`config.mk`:
```
export PLATFORM = sky130hd
export DESIGN_NAME = memory_write_ctrl
export DESIGN_NICKNAME = d
export VERILOG_FILES = /design/src/rtl/mem_pkg.sv /design/src/rtl/memory_write_ctrl.sv
export SDC_FILE = /design/constraint.sdc
export NUM_CORES = 1
export LEC_CHECK = 0
export ABC_AREA = 1
export CORE_AREA = 2 2 105 107
export DETAILED_ROUTE_END_ITERATION = 16
export DIE_AREA = 0 0 107 109
export PLACE_DENSITY = 0.91
export SLEW_MARGIN = 0
export SYNTH_ARGS = -nofsm -noshare
export SYNTH_HDL_FRONTEND = slang
export SYNTH_SLANG_ARGS = --single-unit
```
`constraint.sdc`:
```
create_clock -name clk -period 3.28 [get_ports clk]
set_input_delay 0.656 -clock clk [delete_from_list [all_inputs] [get_ports clk]]
set_output_delay 0.656 -clock clk [all_outputs]
set_load 0.02 [all_outputs]
```
`src/rtl/mem_pkg.sv`:
```
// Shared definitions for the packet-buffer controllers: block geometry,
// the linked-list footer carried in the low 16 bits of every block, FSM states.
package mem_pkg;

    localparam int ADDR_W     = 8;
    localparam int BLOCK_BITS = 64;
    localparam int FOOTER_W   = 16;

    typedef struct packed {
        logic                         eop;
        logic [FOOTER_W-2-ADDR_W:0]   rsvd;
        logic [ADDR_W-1:0]            next_idx;
    } footer_t;

    typedef enum logic [1:0] {
        ST_EMPTY = 2'd0,
        ST_IDLE  = 2'd1,
        ST_BUSY  = 2'd2
    } wr_state_e;

endpackage

```
`src/rtl/memory_write_ctrl.sv`:
```
// Write side of the linked-list packet buffer: pops a free block per accepted beat,
// writes each block with its chain footer and reports head/length on end of packet.
module memory_write_ctrl #(
    parameter int ADDR_W     = mem_pkg::ADDR_W,
    parameter int BLOCK_BITS = mem_pkg::BLOCK_BITS,
    parameter int LEN_W      = 12
) (
    input  logic                  clk,
    input  logic                  rst_n,
    input  logic [BLOCK_BITS-1:0] data_i,
    input  logic                  data_valid_i,
    input  logic                  data_eop_i,
    output logic                  data_ready_o,
    input  logic                  alloc_valid_i,
    input  logic [ADDR_W-1:0]     alloc_idx_i,
    output logic                  alloc_ready_o,
    output logic                  mem_we_o,
    output logic [ADDR_W-1:0]     mem_waddr_o,
    output logic [BLOCK_BITS-1:0] mem_wdata_o,
    output logic                  pkt_valid_o,
    output logic [ADDR_W-1:0]     pkt_head_o,
    output logic [LEN_W-1:0]      pkt_len_o
);
    import mem_pkg::*;

    localparam int LINK_W = FOOTER_W - 1;
    localparam logic [BLOCK_BITS-1:0] PAYLOAD_MASK = ~{{(BLOCK_BITS-FOOTER_W){1'b0}}, {FOOTER_W{1'b1}}};
    localparam logic [LEN_W-1:0] LEN_MAX = {LEN_W{1'b1}};

    wr_state_e               state_r;
    wr_state_e               state_s;
    logic [ADDR_W-1:0]       cur_idx_r;
    logic [ADDR_W-1:0]       cur_idx_s;
    logic [ADDR_W-1:0]       head_idx_r;
    logic [ADDR_W-1:0]       head_idx_s;
    logic [LEN_W-1:0]        len_cnt_r;
    logic [LEN_W-1:0]        len_cnt_s;
    logic [LEN_W-1:0]        len_inc_s;
    logic                    have_cur_s;
    logic                    data_ready_s;
    logic                    alloc_ready_s;
    logic                    beat_s;
    footer_t                 footer_s;
    logic [FOOTER_W-1:0]     footer_bits_s;

    logic                    mem_we_r;
    logic                    mem_we_s;
    logic [ADDR_W-1:0]       mem_waddr_r;
    logic [ADDR_W-1:0]       mem_waddr_s;
    logic [BLOCK_BITS-1:0]   mem_wdata_r;
    logic [BLOCK_BITS-1:0]   mem_wdata_s;
    logic                    pkt_valid_r;
    logic                    pkt_valid_s;
    logic [ADDR_W-1:0]       pkt_head_r;
    logic [ADDR_W-1:0]       pkt_head_s;
    logic [LEN_W-1:0]        pkt_len_r;
    logic [LEN_W-1:0]        pkt_len_s;

    assign have_cur_s = (state_r != ST_EMPTY);
    assign beat_s     = data_valid_i & data_ready_s;
    assign len_inc_s  = (len_cnt_r == LEN_MAX) ? len_cnt_r : len_cnt_r + LEN_W'(1);

    // Handshake: prefetch a block while empty, otherwise pair each beat with one pop.
    always_comb begin
        data_ready_s  = 1'b0;
        alloc_ready_s = 1'b0;
        if (!have_cur_s) begin
            // a pop during reset would be lost, so hold the free list off
            alloc_ready_s = alloc_valid_i & rst_n;
        end else begin
            data_ready_s  = alloc_valid_i;
            alloc_ready_s = data_valid_i & alloc_valid_i;
        end
    end

    // Next state, chain bookkeeping and the registered memory/report outputs.
    always_comb begin
        state_s       = state_r;
        cur_idx_s     = cur_idx_r;
        head_idx_s    = head_idx_r;
        len_cnt_s     = len_cnt_r;
        mem_we_s      = 1'b0;
        mem_waddr_s   = mem_waddr_r;
        mem_wdata_s   = mem_wdata_r;
        pkt_valid_s   = 1'b0;
        pkt_head_s    = pkt_head_r;
        pkt_len_s     = pkt_len_r;
        footer_s      = footer_t'({data_eop_i, data_eop_i ? {LINK_W{1'b0}} : LINK_W'(alloc_idx_i)});
        footer_bits_s = footer_s;
        case (state_r)
            ST_EMPTY: begin
                if (alloc_valid_i && alloc_ready_s) begin
                    cur_idx_s = alloc_idx_i;
                    state_s   = ST_IDLE;
                end else begin
                    state_s   = ST_EMPTY;
                end
            end
            ST_IDLE, ST_BUSY: begin
                if (beat_s) begin
                    mem_we_s    = 1'b1;
                    mem_waddr_s = cur_idx_r;
                    mem_wdata_s = (data_i & PAYLOAD_MASK) | {{(BLOCK_BITS-FOOTER_W){1'b0}}, footer_bits_s};
                    cur_idx_s   = alloc_idx_i;
                    if (data_eop_i) begin
                        pkt_valid_s = 1'b1;
                        pkt_head_s  = (state_r == ST_IDLE) ? cur_idx_r : head_idx_r;
                        pkt_len_s   = (state_r == ST_IDLE) ? LEN_W'(1) : len_inc_s;
                        state_s     = ST_IDLE;
                    end else if (state_r == ST_IDLE) begin
                        head_idx_s = cur_idx_r;
                        len_cnt_s  = LEN_W'(1);
                        state_s    = ST_BUSY;
                    end else begin
                        len_cnt_s  = len_inc_s;
                    end
                end else begin
                    state_s = state_r;
                end
            end
            default: begin
                state_s = ST_EMPTY;
            end
        endcase
    end

    // State and output register stage.
    always_ff @(posedge clk or negedge rst_n) begin
        if (!rst_n) begin
            state_r     <= ST_EMPTY;
            cur_idx_r   <= '0;
            head_idx_r  <= '0;
            len_cnt_r   <= '0;
            mem_we_r    <= 1'b0;
            mem_waddr_r <= '0;
            mem_wdata_r <= '0;
            pkt_valid_r <= 1'b0;
            pkt_head_r  <= '0;
            pkt_len_r   <= '0;
        end else begin
            state_r     <= state_s;
            cur_idx_r   <= cur_idx_s;
            head_idx_r  <= head_idx_s;
            len_cnt_r   <= len_cnt_s;
            mem_we_r    <= mem_we_s;
            mem_waddr_r <= mem_waddr_s;
            mem_wdata_r <= mem_wdata_s;
            pkt_valid_r <= pkt_valid_s;
            pkt_head_r  <= pkt_head_s;
            pkt_len_r   <= pkt_len_s;
        end
    end

    assign data_ready_o  = data_ready_s;
    assign alloc_ready_o = alloc_ready_s;
    assign mem_we_o      = mem_we_r;
    assign mem_waddr_o   = mem_waddr_r;
    assign mem_wdata_o   = mem_wdata_r;
    assign pkt_valid_o   = pkt_valid_r;
    assign pkt_head_o    = pkt_head_r;
    assign pkt_len_o     = pkt_len_r;

endmodule

```
==> key figures <==
Die
  – Core Region: 0.0106 sq mm
  – Initial Utilization: 0.473
  – Die X: 107 microns
  – Die H: 109 microns
  – Top Ports: 173
  – Die ar.: 0.0117 sq mm
  – Num rows: 38

CTS
  – H-Tree Depth: 4
  – Worst-path clk slew: 0.06 ns
  – Post-CTS Setup Bufs: 0
  – Clock sinks: 117
  – CTS tree: built
  – Clk_lat worst skew: 0.51 ns
  – Hold_buf cts: 0
  – Clock Path Buffers: 2
  – CTS buffer count: 17
  – PostCTS Resize Cnt: 0
  – Clock Tree Root: clkbuf_8

GRT
  – GRT Overall Usage: 0.236
  – Vias in the first global route: 4329
  – Global-route wire length before repair: 21.2 mm
  – Total congestion overflow: 0
  – Largest net degree at the start of global routing: 77
  – Initial antenna violation count: 0

Timing
  – RSZ-0062 raised after global routing: no
  – Slew margin rel.: 0.384
  – Period utilization: 0.873
  – Post-route setup TNS: 0 ns
  – Final Critical Period: 2.86 ns
  – Slew Viols, Final: 0
  – Worst Tran Pin Value: 0.924 ns
  – Worst Clk Skew: 0.00969 ns
  – Max Fclk: 349 MHz
  – Hold Vio Cnt, Final: 0
  – Setup violators final: 0

Pwr
  – Pwr dens: 912 mW/mm^2
  – Clock share of power: 0.289
  – Internal power: 4.26 mW
  – Combinational power share: 0.358
  – Peak supply drop: 0.484 mV
  – Pleak: 3.52 nW
  – Switching Share: 0.347
  – Sw Pwr: 2.26 mW
  – Sequential power share: 0.353

Layout
  – Commonest non-fill, non-tap cell in the layout: nand2_1
  – Most frequent cells in the layout: nand2_1, clkdlybuf4s50_1, dfrtp_1, o21ai_0, nand3_1
  – NumNets Final: 816
  – Share of cells above drive strength 1: 0.0642
  – N_diodes: 0
  – P&R area growth vs syn: 42.5%
  – Fin util: 0.675
  – # fillers: 735

Synthesis
  – Synth top area cells: dfrtp_1, nand2_1, o21ai_0
  – Post-synth top area share: 0.583
  – Post-synthesis cell type count: 29
  – Avg Inst Size Synth: 8.52 sq um
  – Seq/Total Area, Yosys: 0.583
  – Syn. warnings: 0
  – Netlist Area Pre-Place: 0.00502 sq mm
  – EDFF count, synth: 0
  – #FFs+latches synth: 117
  – Post-synth top flop: dfrtp_1
  – Synth area leader: dfrtp_1
  – FFs w/ async S/R, synth: 1.00
  – Post-synthesis cell count: 589

Critical path
  – Arr. time, crit path: 2.21 ns
  – Setup crit end kind: output pin
  – Startpoint types: flop
  – Crit path max fanout: 4
  – Crit path from: state_r[0]
  – R2r startpoint: state_r[0]
  – WS Path Type: flop to output pin
  – Critical path required time: 2.62 ns

Place
  – Placer congestion estimate: 0.789
  – Port Buf Inserts: 149
  – Final HPWL DP: 8.85 mm

Detailed routing
  – Initial DRC count: 352
  – DRC: 0
  – WL final: 13.5 mm
  – DRT Pass-1 Iters: 5
  – Vias post-DR: 4478
  – Mean routed wirelength per cell: 15.3 microns
  – Remaining antenna violation count: 0
  – DR vias/cell: 5.04

Worst hold path
  – Worst hold path type: input port to asynchronous set/reset pin

Status
  – Status: finished, final reports clean

Run
  – Max-Cap Viols: 0
layout make-up:
type	instances	area (sq um)	area share
Clock buffer	23	457	0.0638
Clock inverter	9	150	0.0210
Tap cell	140	175	0.0245
Inverter	33	124	0.0173
Timing Repair Buffer	155	1530	0.214
Multi-Input combinational cell	411	1790	0.250
Sequential cell	117	2930	0.409
cell usage after synthesis (3+ instances only):
cell type	number
o21ai_1	3
nand3_1	36
nand4_1	4
o21ai_0	42
clkbuf_1	3
buf_2	16
ha_1	4
dfrtp_1	117
nor2_1	8
inv_2	3
inv_1	30
buf_4	11
nand2_1	291
nor2_4	3
flip-flops by register name, indices dropped and copies added, names as in the netlist:
register	count
len_cnt_r	12
mem_wdata_o	57
pkt_len_o	12
pkt_valid_o	1
head_idx_r	8
mem_we_o	1
pkt_head_o	8
mem_waddr_o	8
state_r	2
cur_idx_r	8
final timing paths:
kind | slack [ns] | depth (start not counted) | endpoint
setup / recovery | 0.42 | 6 | alloc_ready_o
hold / removal | 0.24 | 2 | len_cnt_r[3]
setup reg to reg | 1.14 | 9 | pkt_len_o[10]
hold reg to reg | 0.48 | 2 | mem_wdata_o[49]
max in group asynchronous | 1.70 | 3 | pkt_head_o[0]
min in group clk | 0.48 | 2 | mem_wdata_o[49]
metal layers:
| metal | GRT usage | wire length (microns) | part of all wire | vias up |
|---|---|---|---|---|
| li1 | - | - | - | 2111 |
| met1 | 0.271 | 5340 | 0.39 | 2145 |
| met2 | 0.423 | 6960 | 0.51 | 199 |
| met3 | 0.0729 | 1020 | 0.076 | 23 |
| met4 | 0.0751 | 224 | 0.017 | 0 |
| met5 | 0 | 0 | 0 | - |
worst max-delay path: stages, from the launching register on:
cell             delay (ns)
dfrtp_1                0.39
inv_1                  0.09
ha_1                   0.25
nor2_4                 0.15
nand2_1                0.13
nand2_1                0.09
clkdlybuf4s50_1        0.61
cells by family after synthesis:
logic type,synth area share
and+or+nand+nor,0.288
DFF,0.583
buffers and inverters,0.0656
AOI/OAI and AO/OA,0.0503
adders and majority gates,0.00997
xor gates and xnor gates,0.00175
other,0.000747
power by group through the flow:
stage                     clock network, mW  registers (mW)  logic (mW)
final                                  1.89            2.30        2.34
after global routing                   1.97            2.36        2.54
after CTS                              1.90            2.30        2.35
after detailed placement                  0            2.31        2.31
after global placement                    0            2.27        2.24
after floorplan                           0            2.73       0.762
through the flow:
step | hold WS [ns] | cell area [sq um] | power, mW | std cells | setup slack [ns]
floorplan | 0.360 | 5040 | 3.49 | 595 | 1.49
global route | 0.284 | 7150 | 6.87 | 888 | 0.320
finish | 0.241 | 7150 | 6.52 | 888 | 0.416
global placement | 0.459 | 6550 | 4.52 | 856 | 0.561
CTS | 0.256 | 7150 | 6.55 | 888 | 0.390
detailed placement | 0.464 | 6550 | 4.62 | 856 | 0.481
Power figures use the tool's default switching activity.
